## src/rtl/alu_pkg.sv

```systemverilog
// Shared ALU/divider constants: divider FSM states, default datapath width
// and the ALUControl encodings for the divide opcodes.
package alu_pkg;

    typedef enum logic [1:0] {
        IDLE,
        RUN,
        FIN
    } div_state_e;

    localparam int DIV_W = 32;

    localparam logic [3:0] DIV  = 4'b0100;
    localparam logic [3:0] SDIV = 4'b0101;

endpackage

```

## src/rtl/iter_div_if.sv

```systemverilog
// Request/response bundle between the execute-stage controller (master)
// and the iterative divider (slave).
interface iter_div_if
    import alu_pkg::*;
#(
    parameter int WIDTH = DIV_W
);

    logic             start;
    logic             is_signed;
    logic [WIDTH-1:0] dividend;
    logic [WIDTH-1:0] divisor;
    logic             busy;
    logic             done;
    logic [WIDTH-1:0] quotient;
    logic [WIDTH-1:0] remainder;
    logic             div_by_zero;

    modport master (
        output start, is_signed, dividend, divisor,
        input  busy, done, quotient, remainder, div_by_zero
    );

    modport slave (
        input  start, is_signed, dividend, divisor,
        output busy, done, quotient, remainder, div_by_zero
    );

endinterface

```

## src/rtl/div_sign_fix.sv

```systemverilog
// Combinational conditional two's-complement negate; serves both as the
// operand abs() and as the result sign correction.
module div_sign_fix #(
    parameter int WIDTH = 32
) (
    input  logic [WIDTH-1:0] value,
    input  logic             negate,
    output logic [WIDTH-1:0] result
);

    always_comb begin
        result = negate ? ('0 - value) : value;
    end

endmodule

```

## src/rtl/iter_div.sv

```systemverilog
// Multi-cycle radix-2 restoring divider for DIV/SDIV (IDLE -> RUN -> FIN).
// Optional macro ITER_DIV_EARLY_OUT_EN skips the iterations when |divisor| > |dividend|.
module iter_div
    import alu_pkg::*;
#(
    parameter int WIDTH = DIV_W,
    parameter int CNT_W = 6
) (
    input logic       clk,
    input logic       reset,
    iter_div_if.slave bus
);

    div_state_e       state;
    logic [CNT_W-1:0] cnt;
    logic [WIDTH-1:0] rem_q;
    logic [WIDTH-1:0] quo_q;
    logic [WIDTH-1:0] bmag_q;
    logic [WIDTH-1:0] raw_a;
    logic             neg_q;
    logic             neg_r;
    logic             dz_q;

    logic [WIDTH-1:0] a_mag;
    logic [WIDTH-1:0] b_mag;
    logic [WIDTH-1:0] q_fix;
    logic [WIDTH-1:0] r_fix;
    logic [WIDTH:0]   diff;
    logic             a_neg;
    logic             b_neg;

    assign a_neg = bus.is_signed & bus.dividend[WIDTH-1];
    assign b_neg = bus.is_signed & bus.divisor[WIDTH-1];

    div_sign_fix #(.WIDTH(WIDTH)) u_abs_a (.value(bus.dividend), .negate(a_neg), .result(a_mag));
    div_sign_fix #(.WIDTH(WIDTH)) u_abs_b (.value(bus.divisor),  .negate(b_neg), .result(b_mag));
    div_sign_fix #(.WIDTH(WIDTH)) u_fix_q (.value(quo_q),        .negate(neg_q), .result(q_fix));
    div_sign_fix #(.WIDTH(WIDTH)) u_fix_r (.value(rem_q),        .negate(neg_r), .result(r_fix));

    // Trial subtraction on the shifted partial remainder; diff[WIDTH] set means restore.
    always_comb begin
        diff = {rem_q, quo_q[WIDTH-1]} - {1'b0, bmag_q};
    end

    always_ff @(posedge clk or posedge reset) begin
        if (reset) begin
            state           <= IDLE;
            cnt             <= '0;
            rem_q           <= '0;
            quo_q           <= '0;
            bmag_q          <= '0;
            raw_a           <= '0;
            neg_q           <= 1'b0;
            neg_r           <= 1'b0;
            dz_q            <= 1'b0;
            bus.busy        <= 1'b0;
            bus.done        <= 1'b0;
            bus.quotient    <= '0;
            bus.remainder   <= '0;
            bus.div_by_zero <= 1'b0;
        end else begin
            bus.done <= 1'b0;
            case (state)
                IDLE: begin
                    if (bus.start) begin
                        bus.busy        <= 1'b1;
                        bus.div_by_zero <= 1'b0;
                        raw_a           <= bus.dividend;
                        bmag_q          <= b_mag;
                        neg_q           <= a_neg ^ b_neg;
                        neg_r           <= a_neg;
                        rem_q           <= '0;
                        quo_q           <= a_mag;
                        dz_q            <= 1'b0;
                        if (bus.divisor == '0) begin
                            dz_q  <= 1'b1;
                            state <= FIN;
                        end
`ifdef ITER_DIV_EARLY_OUT_EN
                        // Remainder goes through the normal sign fix, reproducing the raw dividend.
                        else if (b_mag > a_mag) begin
                            quo_q <= '0;
                            rem_q <= a_mag;
                            state <= FIN;
                        end
`endif
                        else begin
                            cnt   <= CNT_W'(WIDTH);
                            state <= RUN;
                        end
                    end
                end

                RUN: begin
                    quo_q <= {quo_q[WIDTH-2:0], ~diff[WIDTH]};
                    rem_q <= diff[WIDTH] ? {rem_q[WIDTH-2:0], quo_q[WIDTH-1]} : diff[WIDTH-1:0];
                    cnt   <= cnt - CNT_W'(1);
                    if (cnt == CNT_W'(1)) begin
                        state <= FIN;
                    end
                end

                FIN: begin
                    bus.busy <= 1'b0;
                    bus.done <= 1'b1;
                    state    <= IDLE;
                    if (dz_q) begin
                        bus.quotient    <= '0;
                        bus.remainder   <= raw_a;
                        bus.div_by_zero <= 1'b1;
                    end else begin
                        bus.quotient    <= q_fix;
                        bus.remainder   <= r_fix;
                    end
                end

                default: state <= IDLE;
            endcase
        end
    end

endmodule
```

## src/flat_wrapper.sv

```systemverilog
// flat-port wrapper written by rule: the top's interface ports become plain ports
module iter_div_flat import alu_pkg::*;
#(
    parameter int WIDTH = DIV_W,
    parameter int CNT_W = 6
)
  (clk, reset, bus_start, bus_is_signed, bus_dividend, bus_divisor, bus_busy, bus_done, bus_quotient, bus_remainder, bus_div_by_zero);
  iter_div_if #(.WIDTH(WIDTH)) bus_i ();
  input logic clk;
  input logic reset;
  input wire logic [$bits(bus_i.start)-1:0] bus_start;
  input wire logic [$bits(bus_i.is_signed)-1:0] bus_is_signed;
  input wire logic [$bits(bus_i.dividend)-1:0] bus_dividend;
  input wire logic [$bits(bus_i.divisor)-1:0] bus_divisor;
  output wire logic [$bits(bus_i.busy)-1:0] bus_busy;
  output wire logic [$bits(bus_i.done)-1:0] bus_done;
  output wire logic [$bits(bus_i.quotient)-1:0] bus_quotient;
  output wire logic [$bits(bus_i.remainder)-1:0] bus_remainder;
  output wire logic [$bits(bus_i.div_by_zero)-1:0] bus_div_by_zero;
  assign bus_i.start = bus_start;
  assign bus_i.is_signed = bus_is_signed;
  assign bus_i.dividend = bus_dividend;
  assign bus_i.divisor = bus_divisor;
  assign bus_busy = bus_i.busy;
  assign bus_done = bus_i.done;
  assign bus_quotient = bus_i.quotient;
  assign bus_remainder = bus_i.remainder;
  assign bus_div_by_zero = bus_i.div_by_zero;
  iter_div #(.WIDTH(WIDTH), .CNT_W(CNT_W)) u_core (.clk(clk), .reset(reset), .bus(bus_i));
endmodule
```

## config.mk

```make
export PLATFORM = sky130hd
export DESIGN_NAME = iter_div_flat
export DESIGN_NICKNAME = d
export VERILOG_FILES = /design/src/rtl/alu_pkg.sv /design/src/rtl/iter_div_if.sv /design/src/rtl/div_sign_fix.sv /design/src/rtl/iter_div.sv /design/src/flat_wrapper.sv
export SDC_FILE = /design/constraint.sdc
export NUM_CORES = 1
export LEC_CHECK = 0
export CAP_MARGIN = 40
export CORE_MARGIN = 4
export CORE_UTILIZATION = 59
export CTS_BUF_LIST = sky130_fd_sc_hd__clkbuf_4 sky130_fd_sc_hd__clkbuf_8 sky130_fd_sc_hd__clkbuf_16
export DETAILED_ROUTE_END_ITERATION = 16
export PLACE_DENSITY = 0.79
export SYNTH_ARGS = -nofsm -noshare
export SYNTH_HDL_FRONTEND = slang
export SYNTH_HIERARCHICAL = 1
export SYNTH_SLANG_ARGS = --single-unit
```

## constraint.sdc

```tcl
create_clock -name clk -period 10 [get_ports clk]
set_clock_uncertainty 0.05 [all_clocks]
set_input_delay 2 -clock clk [delete_from_list [all_inputs] [get_ports clk]]
set_output_delay 2 -clock clk [all_outputs]
set_load 0.05 [all_outputs]
```

==> key figures <==
Outcome
  – Status: completed

Yosys
  – Synth top area cells: dfrtp_1 37%, nand2_1 8.7%, xnor2_1 8.5%
  – Sequential share of the synthesized area: 0.372
  – XOR/XNOR Fraction of Synth Area: 0.0943
  – Cells after Synth: 1,634
  – Post-synth top cells: 320 x nand2_1, 206 x dfrtp_1, 175 x o21ai_0, 135 x xnor2_1, 83 x clkbuf_1
  – Adder-cell share of the synthesized area: 0.0358
  – Leading area contributor after synthesis: dfrtp_1
  – Yosys cell types: 67
  – Post-synth EDFFs: 0
  – Cell Area, Synth: 0.0138 sq mm
  – Synth Register Bits: 206
  – Post-synthesis compound-gate area fraction: 0.197
  – Most frequent cell after synthesis: nand2_1
  – Synth top area share: 0.372
  – Main combinational cell family by area after synthesis: simple AND/OR/NAND/NOR gates
  – Mapped Avg Cell Area: 8.47 sq um
  – Syn Nets: 1,741
  – Synth warnings: 6
  – Synth async-reset ratio: 1.00
  – Synth Area in Simple Gates: 0.221
  – Mux contribution to synthesized area: 0.0290
  – Top_reg_cell synth: dfrtp_1

Global route
  – Vias in the first global route: 12,000
  – Global-route wire length before repair: 62,300 um
  – Largest net degree at the start of global routing: 100
  – Initial antenna violation count: 0
  – Total global routing overflow: 0
  – Tot GR Track Use: 0.291

Worst setup path
  – R2r worst-path depth: 14
  – Crit-path max cell delay: 760 ps
  – WP data arrival: 5020 ps
  – Crit. End Element: register
  – CP Cell Sequence: clkdlybuf4s50_1 -> nor4_1 -> nand4b_1 -> o41ai_1 -> xnor2_1 -> and3b_1 -> a21oi_1 -> o21ai_0
  – Critical path type: input port to register
  – Startpoint class of the critical path: input port
  – WP data required: 10,400 ps
  – CP max stage cell: nor4_1
  – CP Max Fanout: 11

Clock tree
  – Number of CTS-inserted buffers: 25
  – Root buffer cell: clkbuf_16
  – TritonCTS clock tree: yes
  – Max H-tree Level: 1
  – Clk slew on worst S/H paths: 60 ps
  – Clk_lat worst skew: 540 ps
  – Setup bufs post-CTS: 0
  – Max Buffers Root-to-Sink: 3
  – Clock Sinks: 206
  – # hold bufs at CTS: 0
  – Cts repair resizes: 0

Pwr
  – Sw frac: 0.466
  – Flop pwr share: 0.271
  – P per Cell Area: 352 mW/mm^2
  – Max VDD drop: 236 uV
  – Comb power frac: 0.572
  – Clk pwr share: 0.157
  – Internal power: 3.07 mW
  – Leakage power: 6.69 nW
  – Net Sw Power: 2.68 mW

Die
  – Core ar.: 0.0228 sq mm
  – DIE HEIGHT: 161 um
  – Row cnt: 55
  – Ports: 135
  – Die area: 0.0260 sq mm
  – Die X-Extent: 161 um
  – Initial Util: 0.606

Cells and area
  – Area growth syn-to-layout: 17.7%
  – Final core occ: 0.713
  – Layout cells sized above 1: 0.0601
  – Fin nets: 1,820
  – ANT cells: 0
  – FILL cells: 1,829

Timing
  – FMAX: 0.216 GHz
  – TNS Setup: 0 ps
  – Final-report hold violation count: 0
  – RSZ-0062 raised after global routing: no
  – Period minus WS final: 4620 ps
  – Post-route clock period utilization: 0.462
  – Max-slew violations: 0
  – Max_slew headroom: 0.322
  – Actual slew at the worst max-slew pin: 1010 ps
  – Endpoints failing setup: 0

Drt
  – First drt pass iteration count: 7
  – Final ANT Viol Nets: 0
  – Routed length per placed instance: 18.9 um
  – Vias/cell: 6.04
  – Residual DRC: 0
  – Initial DRC count: 902
  – WL final: 38,700 um
  – Vias: 12,300

Job
  – Max Cap Violations: 0

Placement
  – HPWL after detailed placement: 28,600 um
  – GPL Wtd Cong: 0.957
  – IO buf count: 134

Hold path
  – Hold path cells: 2
  – Worst hold path class: register to register
[registers in the layout, summed over array words and instances, names as in the netlist]
| register | count |
|---|---|
| u_core/neg_q | 1 |
| u_core/raw_a | 32 |
| u_core/bus.div_by_zero | 1 |
| u_core/cnt | 6 |
| u_core/bus.remainder | 32 |
| u_core/dz_q | 1 |
| u_core/bmag_q | 32 |
| u_core/neg_r | 1 |
| u_core/quo_q | 32 |
| u_core/bus.done | 1 |
| u_core/bus.quotient | 32 |
| u_core/rem_q | 32 |
| u_core/bus.busy | 1 |
| u_core/state | 2 |
[critical path, delay by kind of cell]
kind | cells | cell delay, ps
buffers and inverters | 1 | 500
xor gates and xnor gates | 1 | 160
AOI/OAI and AO/OA | 3 | 790
and+or+nand+nor | 3 | 1560
[logic make-up after synthesis]
family,after synthesis
AND/OR/NAND/NOR,614
buffers and inverters,165
XOR/XNOR,149
flip-flops,206
AO/OA/AOI/OAI,421
multiplexers,40
adder cells (fa/ha/maj),39
[routing by layer]
metal / global-route usage / vias up / part of all wire
li1: - / 5958 / -
met5: 0 / - / 0
met1: 0.358 / 5876 / 0.41
met2: 0.508 / 414 / 0.49
met4: 0.134 / 0 / 0.054
met3: 0.0396 / 98 / 0.050
[power by group through the flow]
stage / logic, mW / clock network, mW / registers (mW)
floorplan: 2.25 / 0 / 1.72
global placement: 3.10 / 0 / 1.56
detailed placement: 3.23 / 0 / 1.56
CTS: 3.26 / 0.915 / 1.55
global route: 3.62 / 0.950 / 1.61
finish: 3.28 / 0.900 / 1.56
[stage by stage]
stage | setup WS, ps | cell area, sq um | power, mW | hold WS, ps | instances
after floorplan | 2330 | 13800 | 3.97 | 395 | 1634
after global placement | 5030 | 15200 | 4.66 | 408 | 1989
after detailed placement | 4950 | 15400 | 4.80 | 412 | 1998
after CTS | 5510 | 16300 | 5.73 | 427 | 2043
after global routing | 5260 | 16300 | 6.18 | 450 | 2044
final | 5380 | 16300 | 5.74 | 424 | 2044
[area by class of cell]
class | count | area, sq um | area share
well taps | 313 | 392 | 0.0240
repair buffers | 157 | 1670 | 0.102
flip-flops and latches | 206 | 5160 | 0.316
clock buffers | 38 | 748 | 0.0459
inverters | 60 | 233 | 0.0143
clock inverters | 7 | 75.1 | 0.00461
multi-input cells | 1263 | 8030 | 0.492
[placed cells by master (no fill, tap or decap), drive strengths merged, types with 5 or more instances in the layout]
master,instances
nor2,45
or3,9
o31ai,39
a32oi,9
nor4,27
nand4,12
xor2,14
a21o,18
inv,61
nor2b,10
clkinv,5
or2,6
ha,38
clkdlybuf4s50,134
a2111oi,5
buf,23
nor3,8
or4,16
nor4b,5
and3,9
and3b,30
a31oi,9
o311ai,22
o41ai,44
nand2,320
and2,5
xnor2,135
nand3b,9
a21oi,61
o21a,6
o21ai,186
nand3,36
nand2b,53
mux2i,39
clkbuf,38
dfrtp,206
[worst paths after layout]
path | startpoint | to | slack, ps
max | bus_dividend[6] | u_core/quo_q[21]$_DFFE_PP0P_ | 5380
min | u_core/bus.quotient[28]$_DFFE_PP0P_ | u_core/bus.quotient[28]$_DFFE_PP0P_ | 420
max reg2reg | u_core/quo_q[31]$_DFFE_PP0P_ | u_core/rem_q[17]$_DFFE_PP0P_ | 5880
min reg2reg | u_core/bus.quotient[28]$_DFFE_PP0P_ | u_core/bus.quotient[28]$_DFFE_PP0P_ | 420
max in group asynchronous | reset | u_core/bmag_q[12]$_DFFE_PP0P_ | 7030
min in group asynchronous | reset | u_core/bus.quotient[2]$_DFFE_PP0P_ | 1840
(Power assumes the default switching activity.)
